[config.mk]
export PLATFORM = sky130hd
export DESIGN_NAME = mutex_rr_scheduler_flat
export DESIGN_NICKNAME = d
export VERILOG_FILES = /design/src/rtl/mutex_rr_scheduler_if.sv /design/src/rtl/mutex_rr_scheduler.sv /design/src/flat_wrapper.sv
export SDC_FILE = /design/constraint.sdc
export NUM_CORES = 1
export LEC_CHECK = 0
export ABC_AREA = 0
export BUFFER_PORTS_ARGS = -buffer_cell sky130_fd_sc_hd__buf_2
export CORE_ASPECT_RATIO = 1.25
export CORE_UTILIZATION = 40
export CTS_CLUSTER_DIAMETER = 60
export DETAILED_ROUTE_END_ITERATION = 12
export PLACE_DENSITY = 0.61
export REMOVE_ABC_BUFFERS = 1
export SLEW_MARGIN = 10
export SYNTH_ARGS = -nofsm -noshare
export SYNTH_HDL_FRONTEND = slang
export SYNTH_SLANG_ARGS = --single-unit
[constraint.sdc]
create_clock -name clk -period 2.6 [get_ports clk]
set_input_delay 0.26 -clock clk [delete_from_list [all_inputs] [get_ports clk]]
set_output_delay 0.26 -clock clk [all_outputs]
set_load 0.01 [all_outputs]
[src/rtl/mutex_rr_scheduler_if.sv]
// Request/grant bundle between requesters and the mutex round-robin scheduler.
// Requesters sit on the master side; the scheduler is the slave.
interface mutex_rr_scheduler_if #(
  parameter int N  = 4,
  parameter int IW = (N > 1) ? $clog2(N) : 1
);
  logic [N-1:0]  req;
  logic [N-1:0]  grant;
  logic [IW-1:0] grant_id;
  logic          busy;
  logic          timeout;

  modport master (
    output req,
    input  grant,
    input  grant_id,
    input  busy,
    input  timeout
  );

  modport slave (
    input  req,
    output grant,
    output grant_id,
    output busy,
    output timeout
  );
endinterface

[src/rtl/mutex_rr_scheduler.sv]
// Round-robin owner of one mutually exclusive resource among N requesters.
// One-hot registered grant, bounded hold with preemption, dead gap between owners.
module mutex_rr_scheduler #(
  parameter int N          = 4,
  parameter int MAX_HOLD   = 16,
  parameter int GAP_CYCLES = 1
) (
  input  logic                  clk,
  input  logic                  rst_n,
  mutex_rr_scheduler_if.slave   bus
);
  localparam int IW = (N > 1) ? $clog2(N) : 1;
  localparam int HW = $clog2(MAX_HOLD) + 1;
  localparam int GW = 4;
  localparam logic [HW-1:0] HLIM =
    HW'((MAX_HOLD > 0) ? MAX_HOLD - 1 : 0);
  localparam logic [GW-1:0] GLIM =
    GW'((GAP_CYCLES > 0) ? GAP_CYCLES - 1 : 0);

  typedef enum logic [1:0] {
    IDLE,
    BUSY,
    GAP
  } state_t;

  state_t        state;
  logic [N-1:0]  grant;
  logic [IW-1:0] grant_id;
  logic          busy;
  logic          timeout;
  logic [IW-1:0] ptr;
  logic [HW-1:0] hold_cnt;
  logic [GW-1:0] gap_cnt;

  logic [IW-1:0] win;
  logic [IW-1:0] nxt_ptr;
  logic          own_req;
  logic          preempt;

  // first set bit at or after p, wrapping mod N
  function automatic logic [IW-1:0] pick(
    input logic [N-1:0]  r,
    input logic [IW-1:0] p
  );
    logic [IW-1:0] w;
    logic          hit;
    int            idx;
    w   = '0;
    hit = 1'b0;
    for (int i = 0; i < N; i++) begin
      idx = int'(p) + i;
      if (idx >= N) idx = idx - N;
      if (!hit && r[idx]) begin
        hit = 1'b1;
        w   = IW'(idx);
      end
    end
    return w;
  endfunction

  always_comb begin
    win     = pick(bus.req, ptr);
    own_req = bus.req[grant_id];
    preempt = (MAX_HOLD != 0) && (hold_cnt == HLIM);
    nxt_ptr = (grant_id == IW'(N - 1)) ? '0 : grant_id + 1'b1;
  end

  always_ff @(posedge clk or negedge rst_n) begin
    if (!rst_n) begin
      state    <= IDLE;
      grant    <= '0;
      grant_id <= '0;
      busy     <= 1'b0;
      timeout  <= 1'b0;
      ptr      <= '0;
      hold_cnt <= '0;
      gap_cnt  <= '0;
    end else begin
      timeout <= 1'b0;
      case (state)
        IDLE: begin
          if (|bus.req) begin
            grant    <= N'(1) << win;
            grant_id <= win;
            busy     <= 1'b1;
            hold_cnt <= '0;
            state    <= BUSY;
          end
        end
        BUSY: begin
          if (!own_req || preempt) begin
            grant    <= '0;
            grant_id <= '0;
            busy     <= 1'b0;
            ptr      <= nxt_ptr;
            // a voluntary drop wins over preemption: no pulse then
            timeout  <= own_req;
            gap_cnt  <= '0;
            state    <= (GAP_CYCLES == 0) ? IDLE : GAP;
          end else if (hold_cnt != '1) begin
            hold_cnt <= hold_cnt + 1'b1;
          end
        end
        GAP: begin
          if (gap_cnt == GLIM) state <= IDLE;
          else gap_cnt <= gap_cnt + 1'b1;
        end
        default: state <= IDLE;
      endcase
    end
  end

  assign bus.grant    = grant;
  assign bus.grant_id = grant_id;
  assign bus.busy     = busy;
  assign bus.timeout  = timeout;
endmodule

[src/flat_wrapper.sv]
// flat-port wrapper written by rule: the top's interface ports become plain ports
module mutex_rr_scheduler_flat 
#(
  parameter int N          = 4,
  parameter int MAX_HOLD   = 16,
  parameter int GAP_CYCLES = 1
)
  (clk, rst_n, bus_req, bus_grant, bus_grant_id, bus_busy, bus_timeout);
  mutex_rr_scheduler_if #(.N(N)) bus_i ();
  input  logic clk;
  input  logic rst_n;
  input wire logic [$bits(bus_i.req)-1:0] bus_req;
  output wire logic [$bits(bus_i.grant)-1:0] bus_grant;
  output wire logic [$bits(bus_i.grant_id)-1:0] bus_grant_id;
  output wire logic [$bits(bus_i.busy)-1:0] bus_busy;
  output wire logic [$bits(bus_i.timeout)-1:0] bus_timeout;
  assign bus_i.req = bus_req;
  assign bus_grant = bus_i.grant;
  assign bus_grant_id = bus_i.grant_id;
  assign bus_busy = bus_i.busy;
  assign bus_timeout = bus_i.timeout;
  mutex_rr_scheduler #(.N(N), .MAX_HOLD(MAX_HOLD), .GAP_CYCLES(GAP_CYCLES)) u_core (.clk(clk), .rst_n(rst_n), .bus(bus_i));
endmodule
==> key figures <==
Run status
  • Status: finished, final reports clean

Placement
  • Port bufs: 13
  • RD Place Congestion: 0.8669
  • Placed wire-length estimate: about 1.9 mm
  • Placed cell area: roughly 1400 um2
  • Number of cells after detailed placement: ~170

Synth
  • Syn Inst Count: around 120
  • Area leader, netlist: dfrtp_1
  • Unique masters post-synth: 35
  • Synthesized area: 1262 um2
  • Synth top area share: 41.63%
  • Top cells by area, synth: dfrtp_1, ha_1, mux2i_1
  • YS warnings: 0
  • Mean Syn Cell Area: around 11 um2
  • Post-synthesis sequential area ratio: about two fifths
  • Number of synthesized register bits: 21

Critical path
  • Crit path from: u_core.hold_cnt[0]
  • FF-to-FF Start: u_core.hold_cnt[0]
  • Reg2reg setup slack: 420 ps
  • CP arrival: between 2000 and 2500 ps
  • CP top delay family: compound AO/OA/AOI/OAI gates
  • Largest fanout on the critical path: 8
  • CP Depth: 6
  • R2R Path End: u_core.gap_cnt[2]
  • Critical Path End Type: flip-flop
  • Critical Path Start Type: flip-flop
  • Reg2reg path depth: 6
  • Cell mode on critical path: ha_1
  • WP data required: ~2800 ps
  • WS Path Type: reg -> reg
  • Max incr delay on CP: ~420 ps
  • Crit path cell chain: ha_1, and3_1, ha_1, or3b_4, o22a_4, a221o_1
  • Slowest cell on the critical path: dfrtp_1
  • Crit path capture: u_core.gap_cnt[2]
  • Buf+Inv Stages, Crit Path: 0

Power and ir drop
  • PwrDens: between 900 and 1000 nW/um2
  • Static Leak: between 0.7 and 0.8 nW
  • Maximum VDD drop: about 0.43 mV
  • Total power: around 0.0013 W

Timing
  • Crit path time final: 2183 ps
  • Final Setup Violations: 0
  • Worst slew margin: slightly below 50%
  • Tcrit/Tclk final: roughly 84%
  • Max Clk Rate: approximately 0.46 GHz
  • Final Hold Vio Count: 0
  • Final Max Tran Viols: 0
  • Unrepaired setup endpoints after global routing: no
  • Clock Skews: 9.786 ps
  • Fin Setup TNS: 0 ps
  • Worst-Margin Slew: roughly 770 ps

Cells and area
  • Layout cell share with drive strength beyond 1: between 10% and 20%
  • Post-Layout Cell Count: around 170
  • Area taken by multi-input logic gates: approximately 700 um2
  • N_diodes: 0
  • Fillers: ~290
  • Fin area: between 1000 and 1500 um2
  • Final net count: 154
  • Reg area: about 530 um2
  • Syn-to-layout area delta: 11.60%
  • Core Util, Final: a little under half

Floorplan
  • Core Rows: 22
  • Die Span Y: approximately 65 um
  • Die W: between 50 and 60 um
  • Die ar.: around 3400 um2
  • Core Region: about 3000 um2
  • Ports: 14
  • Initial Util: 42.47%

Clock network
  • Postcts setup bufs: 0
  • Clk Latency, worst-skew pair: approximately 300 ps
  • Clk buf depth: 2
  • Number of gates resized after CTS: 0
  • CTS tree: built
  • Clock sink count: 21
  • Post-CTS Hold Fix Bufs: 1
  • CTS clk-pin slew, worst paths: around 120 ps
  • CTS HTree Levels: 1
  • CTS Buf Count: 3
  • Clk root buf: clkbuf_4

GRT
  • Vias in the first global route: roughly 950
  • Initial antenna violation count: 0
  • Gr usage total: between 15 and 20%
  • Largest net degree at the start of global routing: 22
  • Grt total ovfl: 0
  • First-pass GRT wire length: 4.071 mm

Routing
  • Met2 routed WL: about 1.2 mm
  • Post-DRT Antenna Nets: 0
  • Met3 WL: between 70 and 80 um
  • Residual DRC count: 0
  • Final wirelength: 2.479 mm
  • Top layer in use: met4
  • WL per Instance: roughly 14 um
  • First DRT Iteration DRCs: 32
  • DR pass1 iterations: 6
  • Vias per cell: between 5 and 6
  • Wl on met1: around 1.1 mm
  • Detailed-route via count: approximately 980

Run
  • Max-Cap Viols: 0

Hold path
  • Worst hold path class: in -> async
==> layer usage <==
layer	track usage, %	up-vias
li1	-	480
met1	19.03	476
met2	28.04	23
met3	2.113	4
met4	9.211	0
met5	0	-
==> report_power, final <==
| group | internal [W] | switching (W) |
|---|---|---|
| combinational | 0.000297 | 0.000360 |
| clock | 0.0000598 | 0.000100 |
| sequential | 0.000417 | 0.0000860 |
| total | 0.000774 | 0.000547 |
==> worst reg2reg max path: stages (launching register included) <==
cell and delay (ps):
dfrtp_1 420, ha_1 220, and3_1 200, ha_1 230
or3b_4 400, o22a_4 280, a221o_1 330
==> cells by family after synthesis <==
family / share of synthesized area [%]
flops: 41.63
simple gates: 17.84
mux: 9.019
compound gates: 18.93
buf+inv: 2.676
fa+ha+maj: 9.911
==> how the worst min path moves through the flow <==
stage           from                     end  slack (ps)  cells past startpoint
4_1_cts        rst_n           u_core.ptr[1]         440                      2
2_1_floorplan  rst_n         u_core.bus.busy         -40                      0
6_report       rst_n       u_core.gap_cnt[1]         430                      2
5_1_grt        rst_n           u_core.ptr[1]         470                      2
3_3_place_gp   rst_n  u_core.bus.grant_id[1]         250                      1
3_5_place_dp   rst_n  u_core.bus.grant_id[1]         250                      1
==> cells in the final DEF (no fill, tap or decap), drive strengths merged, types with 4 or more instances in the layout <==
master  count
dfrtp      21
nor2        7
nand2      13
buf        13
inv         9
ha         10
mux2i       8
clkbuf      4
a32o        5
a21oi       6
==> area by class of cell <==
type | instances | share of cell area (%)
Inverter | 9 | 2.398
Multi-Input combinational cell | 89 | 49.91
Timing Repair Buffer | 14 | 5.329
Tap cell | 36 | 3.197
Clock buffer | 4 | 1.865
Sequential cell | 21 | 37.30
==> state kept, by name, summed over array words and instances (netlist names) <==
register and flops:
u_core.bus.busy 1, u_core.bus.grant 4, u_core.bus.grant_id 2, u_core.bus.timeout 1
u_core.gap_cnt 4, u_core.hold_cnt 5, u_core.ptr 2, u_core.state 2
==> synthesized netlist by cell type (all sizes together) <==
library cell,number
a211o,1
a211oi,1
a21o,2
a21oi,6
a221o,1
a22o,2
a2bb2oi,2
a31o,1
a32o,5
and3,3
and4b,1
dfrtp,21
ha,10
inv,9
mux2,3
mux2i,8
nand2,13
nand2b,2
nand3,3
nand3b,3
nand4b,1
nor2,7
nor3,1
nor3b,2
nor4,2
nor4b,1
o211ai,1
o21a,1
o22a,2
o22ai,2
or3,1
or3b,1
==> stage by stage <==
stage / setup WS, ps / hold slack [ps]
floorplan: 535.6 / -35.59
global placement: 493.3 / 250.4
detailed placement: 438.3 / 252.7
CTS: 411.2 / 441.8
global route: 311.3 / 467.6
finish: 416.9 / 432.2
No activity file was read; power rests on OpenSTA's default activity.
